==> src/rtl/rgb_fade_sequencer.sv <==
// rgb_fade_sequencer: accepts a target RGB colour over a valid/ready handshake
// and fades the three 8-bit channel levels toward it by STEP once per fade
// tick. A tick comes from a free-running PRESCALE counter. When every channel
// has reached its target, o_done pulses for one cycle.
//
// Parameters
//   PRESCALE  i_clock cycles per fade tick (1..2^24)
//   STEP      per-tick channel change (1..255)
// Ports
//   i_clock, i_reset                 clock, synchronous active-high reset
//   i_valid / o_ready                command handshake; o_ready high only in IDLE
//   i_red, i_green, i_blue           target levels, captured on accept
//   o_red, o_green, o_blue           current levels, fed to the PWM stage
//   o_done                           one-cycle completion pulse
// Build option
//   RGB_FADE_GAMMA_EN  when defined, each output is the registered gamma curve
//                      (c*(c+1))>>8, and o_done is delayed one cycle to match.

// One colour channel: holds the target and current level and walks the
// current level toward the target on each step strobe.
module rgb_fade_lane #(
  parameter int STEP = 1
) (
  input  logic       i_clock,
  input  logic       i_reset,
  input  logic       i_load,
  input  logic       i_step,
  input  logic [7:0] i_tgt,
  output logic [7:0] o_lvl,
  output logic       o_at_tgt
);
  localparam logic [7:0] STEP_B = 8'(STEP);

  logic [7:0] cur_q, cur_d;
  logic [7:0] tgt_q, tgt_d;
  logic [7:0] diff;

  // The distance is compared against STEP before adding or subtracting it,
  // so the result always lies between the current level and the target and
  // can never wrap past 0 or 255.
  always_comb begin
    cur_d = cur_q;
    tgt_d = tgt_q;
    diff  = 8'd0;
    if (i_load) tgt_d = i_tgt;
    if (i_step) begin
      if (cur_q < tgt_q) begin
        diff  = tgt_q - cur_q;
        cur_d = (diff >= STEP_B) ? cur_q + STEP_B : tgt_q;
      end else if (cur_q > tgt_q) begin
        diff  = cur_q - tgt_q;
        cur_d = (diff >= STEP_B) ? cur_q - STEP_B : tgt_q;
      end
    end
  end

  always_ff @(posedge i_clock) begin
    if (i_reset) begin
      cur_q <= 8'd0;
      tgt_q <= 8'd0;
    end else begin
      cur_q <= cur_d;
      tgt_q <= tgt_d;
    end
  end

  assign o_at_tgt = (cur_q == tgt_q);

`ifdef RGB_FADE_GAMMA_EN
  logic [15:0] sq;
  logic [7:0]  gam_q, gam_d;

  // c*(c+1) peaks at 255*256 = 65280, so 16 bits hold it exactly.
  always_comb begin
    sq    = {8'd0, cur_q} * ({8'd0, cur_q} + 16'd1);
    gam_d = 8'(sq >> 8);
  end

  always_ff @(posedge i_clock) begin
    if (i_reset) gam_q <= 8'd0;
    else         gam_q <= gam_d;
  end

  assign o_lvl = gam_q;
`else
  assign o_lvl = cur_q;
`endif
endmodule

module rgb_fade_sequencer #(
  parameter int PRESCALE = 120000,
  parameter int STEP     = 1
) (
  input  logic       i_clock,
  input  logic       i_reset,
  input  logic       i_valid,
  output logic       o_ready,
  input  logic [7:0] i_red,
  input  logic [7:0] i_green,
  input  logic [7:0] i_blue,
  output logic [7:0] o_red,
  output logic [7:0] o_green,
  output logic [7:0] o_blue,
  output logic       o_done
);
  localparam int NUM_LANES = 3;
  localparam int CNT_W = (PRESCALE > 1) ? $clog2(PRESCALE) : 1;
  localparam logic [CNT_W-1:0] CNT_MAX = CNT_W'(PRESCALE - 1);

  typedef enum logic [1:0] {IDLE, FADE, DONE} state_t;

  state_t                        state_q, state_d;
  logic [CNT_W-1:0]              cnt_q, cnt_d;
  logic                          tick, accept, step_en, all_eq;
  logic [NUM_LANES-1:0][7:0]     tgt_in, lvl;
  logic [NUM_LANES-1:0]          at_tgt;

  assign tgt_in = {i_blue, i_green, i_red};

  // Free-running tick counter, independent of command accept. With
  // PRESCALE=1 CNT_MAX is 0 and every cycle is a tick.
  always_comb begin
    tick  = (cnt_q == CNT_MAX);
    cnt_d = tick ? '0 : cnt_q + CNT_W'(1);
  end

  assign o_ready = (state_q == IDLE);
  assign accept  = o_ready & i_valid;
  assign step_en = (state_q == FADE) & tick;
  assign all_eq  = &at_tgt;

  // Completion is checked every cycle in FADE, so a command whose targets
  // already match the current levels finishes one edge after accept.
  always_comb begin
    state_d = state_q;
    case (state_q)
      IDLE:    if (i_valid) state_d = FADE;
      FADE:    if (all_eq)  state_d = DONE;
      DONE:    state_d = IDLE;
      default: state_d = IDLE;
    endcase
  end

  always_ff @(posedge i_clock) begin
    if (i_reset) begin
      state_q <= IDLE;
      cnt_q   <= '0;
    end else begin
      state_q <= state_d;
      cnt_q   <= cnt_d;
    end
  end

  for (genvar g = 0; g < NUM_LANES; g++) begin : g_lane
    rgb_fade_lane #(.STEP(STEP)) u_lane (
      .i_clock  (i_clock),
      .i_reset  (i_reset),
      .i_load   (accept),
      .i_step   (step_en),
      .i_tgt    (tgt_in[g]),
      .o_lvl    (lvl[g]),
      .o_at_tgt (at_tgt[g])
    );
  end

  assign o_red   = lvl[0];
  assign o_green = lvl[1];
  assign o_blue  = lvl[2];

`ifdef RGB_FADE_GAMMA_EN
  // The gamma register delays the levels by one cycle; delay done to match.
  logic done_q, done_d;
  assign done_d = (state_q == DONE);
  always_ff @(posedge i_clock) begin
    if (i_reset) done_q <= 1'b0;
    else         done_q <= done_d;
  end
  assign o_done = done_q;
`else
  assign o_done = (state_q == DONE);
`endif
endmodule

==> config.mk <==
export PLATFORM = sky130hd
export DESIGN_NAME = rgb_fade_sequencer
export DESIGN_NICKNAME = d
export VERILOG_FILES = /design/src/rtl/rgb_fade_sequencer.sv
export SDC_FILE = /design/constraint.sdc
export NUM_CORES = 1
export LEC_CHECK = 0
export ABC_AREA = 1
export ABC_CLOCK_PERIOD_IN_PS = 2500
export BUFFER_PORTS_ARGS = -buffer_cell sky130_fd_sc_hd__buf_2
export CAP_MARGIN = 20
export CORE_MARGIN = 2
export CORE_UTILIZATION = 55
export DETAILED_ROUTE_END_ITERATION = 12
export PLACE_DENSITY = 0.77
export SLEW_MARGIN = 10
export SYNTH_ARGS = -nofsm -noshare
export SYNTH_HDL_FRONTEND = slang
export SYNTH_SLANG_ARGS = --single-unit
==> constraint.sdc <==
create_clock -name i_clock -period 2.5 [get_ports i_clock]
set_input_delay 0.375 -clock i_clock [delete_from_list [all_inputs] [get_ports i_clock]]
set_output_delay 0.375 -clock i_clock [all_outputs]
set_load 0.02 [all_outputs]
==> results.ini <==
[outcome]
status=finished, final reports clean

[drt]
ant_nets=0
post_drt_wl_per_cell_um=13.8
drc=0
first_pass_iters=6
num_vias=7093
routed_wl_um=18100
via_per_inst=5.42
first_iter_violations=617

[cells_and_area]
final_layout_size_suffix_gt1_frac=0.167
final_cell_mix=nand2_1, nand3_1, inv_1
antenna_cells=0
layout_commonest_cell=nand2_1
nets=1246
area_growth_pct=18.7

[timing]
worst_pin_slew_ps=508
clock_skew_ps=6.80
min_period_ps=2360
setup_tns_ps=0
final-setup-viol-count=0
relSlewSlack=0.660
hold_violations=0
final_max_slew_viol_count=0
fmaxAchievable_ghz=0.423
finalCritPeriodShare=0.945

[place]
dp_hpwl_um=13700
portBuffers=52
place.gp.congestion=0.952

[floorplanning]
ios=53
num_rows=39
design.die.area_mm2=0.0126
die_w_um=112
design.core.area_mm2=0.0114
start_util=0.565
fp.dieH_um=112

[synth]
avgSynthCellArea_um2=6.12
synthCells=1055
yosysUniqueCellTypes=40
synth_fp_nets=1140
yosys_register_bits=67
yosys_warnings=0
synth-seq-area-share=0.208
netlist_area_mm2=0.00645

[setup_path]
crit_start=g_lane[2].u_lane.o_lvl[0]
r2r-start=g_lane[2].u_lane.o_lvl[0]
path_class=flop to flop
start_kind=flop
crit_path_end_kind=flop
required_ps=2750
reg2reg_slack_ps=140
critical_path_peak_fanout=6
cp_data_arrival_time_ps=2610

[cts]
htreeDepth=3
cts_buffer_depth=2
root_buffer=clkbuf_16
cts_made_buffers=9
clock_sinks=67
path_clk_slew_ps=60
clk_latency_ps=350
cts_tree=done

[global_route]
grt-ovfl-total=0
antenna_found_initial=0
grt_util_all_layers=0.292
grt_pass1_vias=6456
grt_max_degree=50
grt_pass1_wl_um=30200

[run]
maxCapViolCount=0

[power_and_ir_drop]
total_power_uw=3750
cellPowerDensity_mw_per_mm2=490
p_leak_uw=0.00397
vdd_drop_max_mv=0.416

[min_path]
min_from=i_green[1]
hp-class=input pin to flop

[registers in the layout, summed over array words and instances (netlist names)]
register	flops
state_q	2
g_lane.u_lane.o_lvl	24
cnt_q	17
g_lane.u_lane.tgt_q	24
[power by group]
part	total, uW	internal [uW]	switching [uW]	leakage, uW
logic	1260	444	820	0.00328
clock network	1350	808	537	0.000146
registers	1140	1110	32.2	0.000547
total	3750	2360	1390	0.00397
[routing by layer]
layer	vias to the layer above	GRT usage	wire length [um]	share of wire
met2	287	0.464	8020	0.44
met1	3142	0.396	8200	0.45
met3	48	0.0589	1430	0.079
li1	3616	-	-	-
met4	0	0.101	427	0.024
met5	-	0	0	0
[worst paths after layout]
check        cells after the start                        end
max reg2reg                     13  g_lane[2].u_lane.o_lvl[1]
min reg2reg                      2                   cnt_q[4]
max                             13  g_lane[2].u_lane.o_lvl[1]
min                              3  g_lane[1].u_lane.tgt_q[1]
[worst max-delay path, cell delays in order (launching register included)]
cell and delay [ps]:
dfxtp_1 300, buf_4 150, ha_1 220, fa_2 520, nand3_1 90, nor2_1 140
nand3_2 120, nor2_4 210, buf_4 160, nand3_1 80, nand3_1 90, nand3_1 70
nand2_1 60, inv_1 30
[cells in the mapped netlist]
| master | n | area (um2) |
|---|---|---|
| nand3_1 | 180 | 901 |
| xnor2_1 | 8 | 70.1 |
| buf_4 | 3 | 22.5 |
| a21oi_4 | 6 | 97.6 |
| buf_6 | 3 | 33.8 |
| o21bai_1 | 1 | 7.51 |
| clkbuf_1 | 9 | 33.8 |
| o21ai_1 | 6 | 30.0 |
| nor4_1 | 1 | 6.26 |
| o21a_1 | 1 | 7.51 |
| a21oi_2 | 2 | 17.5 |
| nor3_1 | 8 | 40.0 |
| a21oi_1 | 72 | 360 |
| nand4_1 | 20 | 125 |
| nor4_2 | 1 | 12.5 |
| buf_1 | 2 | 7.51 |
| nand3_2 | 1 | 10.0 |
| clkinv_1 | 2 | 7.51 |
| nand2_2 | 10 | 62.6 |
| inv_1 | 160 | 601 |
| nor2_1 | 56 | 210 |
| o211ai_1 | 2 | 15.0 |
| xor2_1 | 22 | 193 |
| inv_2 | 7 | 26.3 |
| buf_2 | 3 | 15.0 |
| nand3_4 | 1 | 17.5 |
| or2_1 | 1 | 6.26 |
| dfxtp_1 | 67 | 1340 |
| fa_1 | 6 | 120 |
| nor3_4 | 1 | 16.3 |
| or2_2 | 1 | 6.26 |
| o21ai_0 | 33 | 165 |
| a211oi_1 | 1 | 7.51 |
| nor3b_1 | 4 | 30.0 |
| or2_0 | 1 | 6.26 |
| ha_1 | 52 | 651 |
| nor2_2 | 12 | 75.1 |
| nand3b_1 | 2 | 15.0 |
| inv_4 | 3 | 18.8 |
| nand2_1 | 284 | 1070 |
[through the flow]
stage / util / hold WS [ps] / cells / cell area, um2 / setup slack [ps]
after CTS: 0.660 / 294 / 1304 / 7530 / 16.7
final: 0.671 / 299 / 1309 / 7660 / 136
after detailed placement: 0.632 / 454 / 1288 / 7220 / 35.3
after global routing: 0.671 / 308 / 1309 / 7660 / -11.8
after global placement: 0.632 / 447 / 1288 / 7220 / 75.5
after floorplan: - / 430 / 1055 / 6460 / 39.8
[what timing repair did]
| item | CTS | global route |
|---|---|---|
| resized for setup | 0 | 28 |
| hold buffers | 0 | 0 |
| setup endpoints to repair | 0 | 24 |
| buffers inserted | 0 | 5 |
[kinds of logic after synthesis]
group / count (synthesis) / synth area share
compound gates: 124 / 0.110
fa+ha+maj: 58 / 0.119
buf+inv: 192 / 0.119
simple gates: 584 / 0.404
xor+xnor: 30 / 0.0407
flops: 67 / 0.208
[area by class of cell]
cell class                      count  area (um2)
Sequential cell                    67        1350
Tap cell                          143         179
Clock buffer                       10         239
Inverter                          172         657
Fill cell                        1085        3750
Clock inverter                      6        71.3
Timing Repair Buffer              115         733
Multi-Input combinational cell    796        4440
Power figures use the tool's default switching activity.
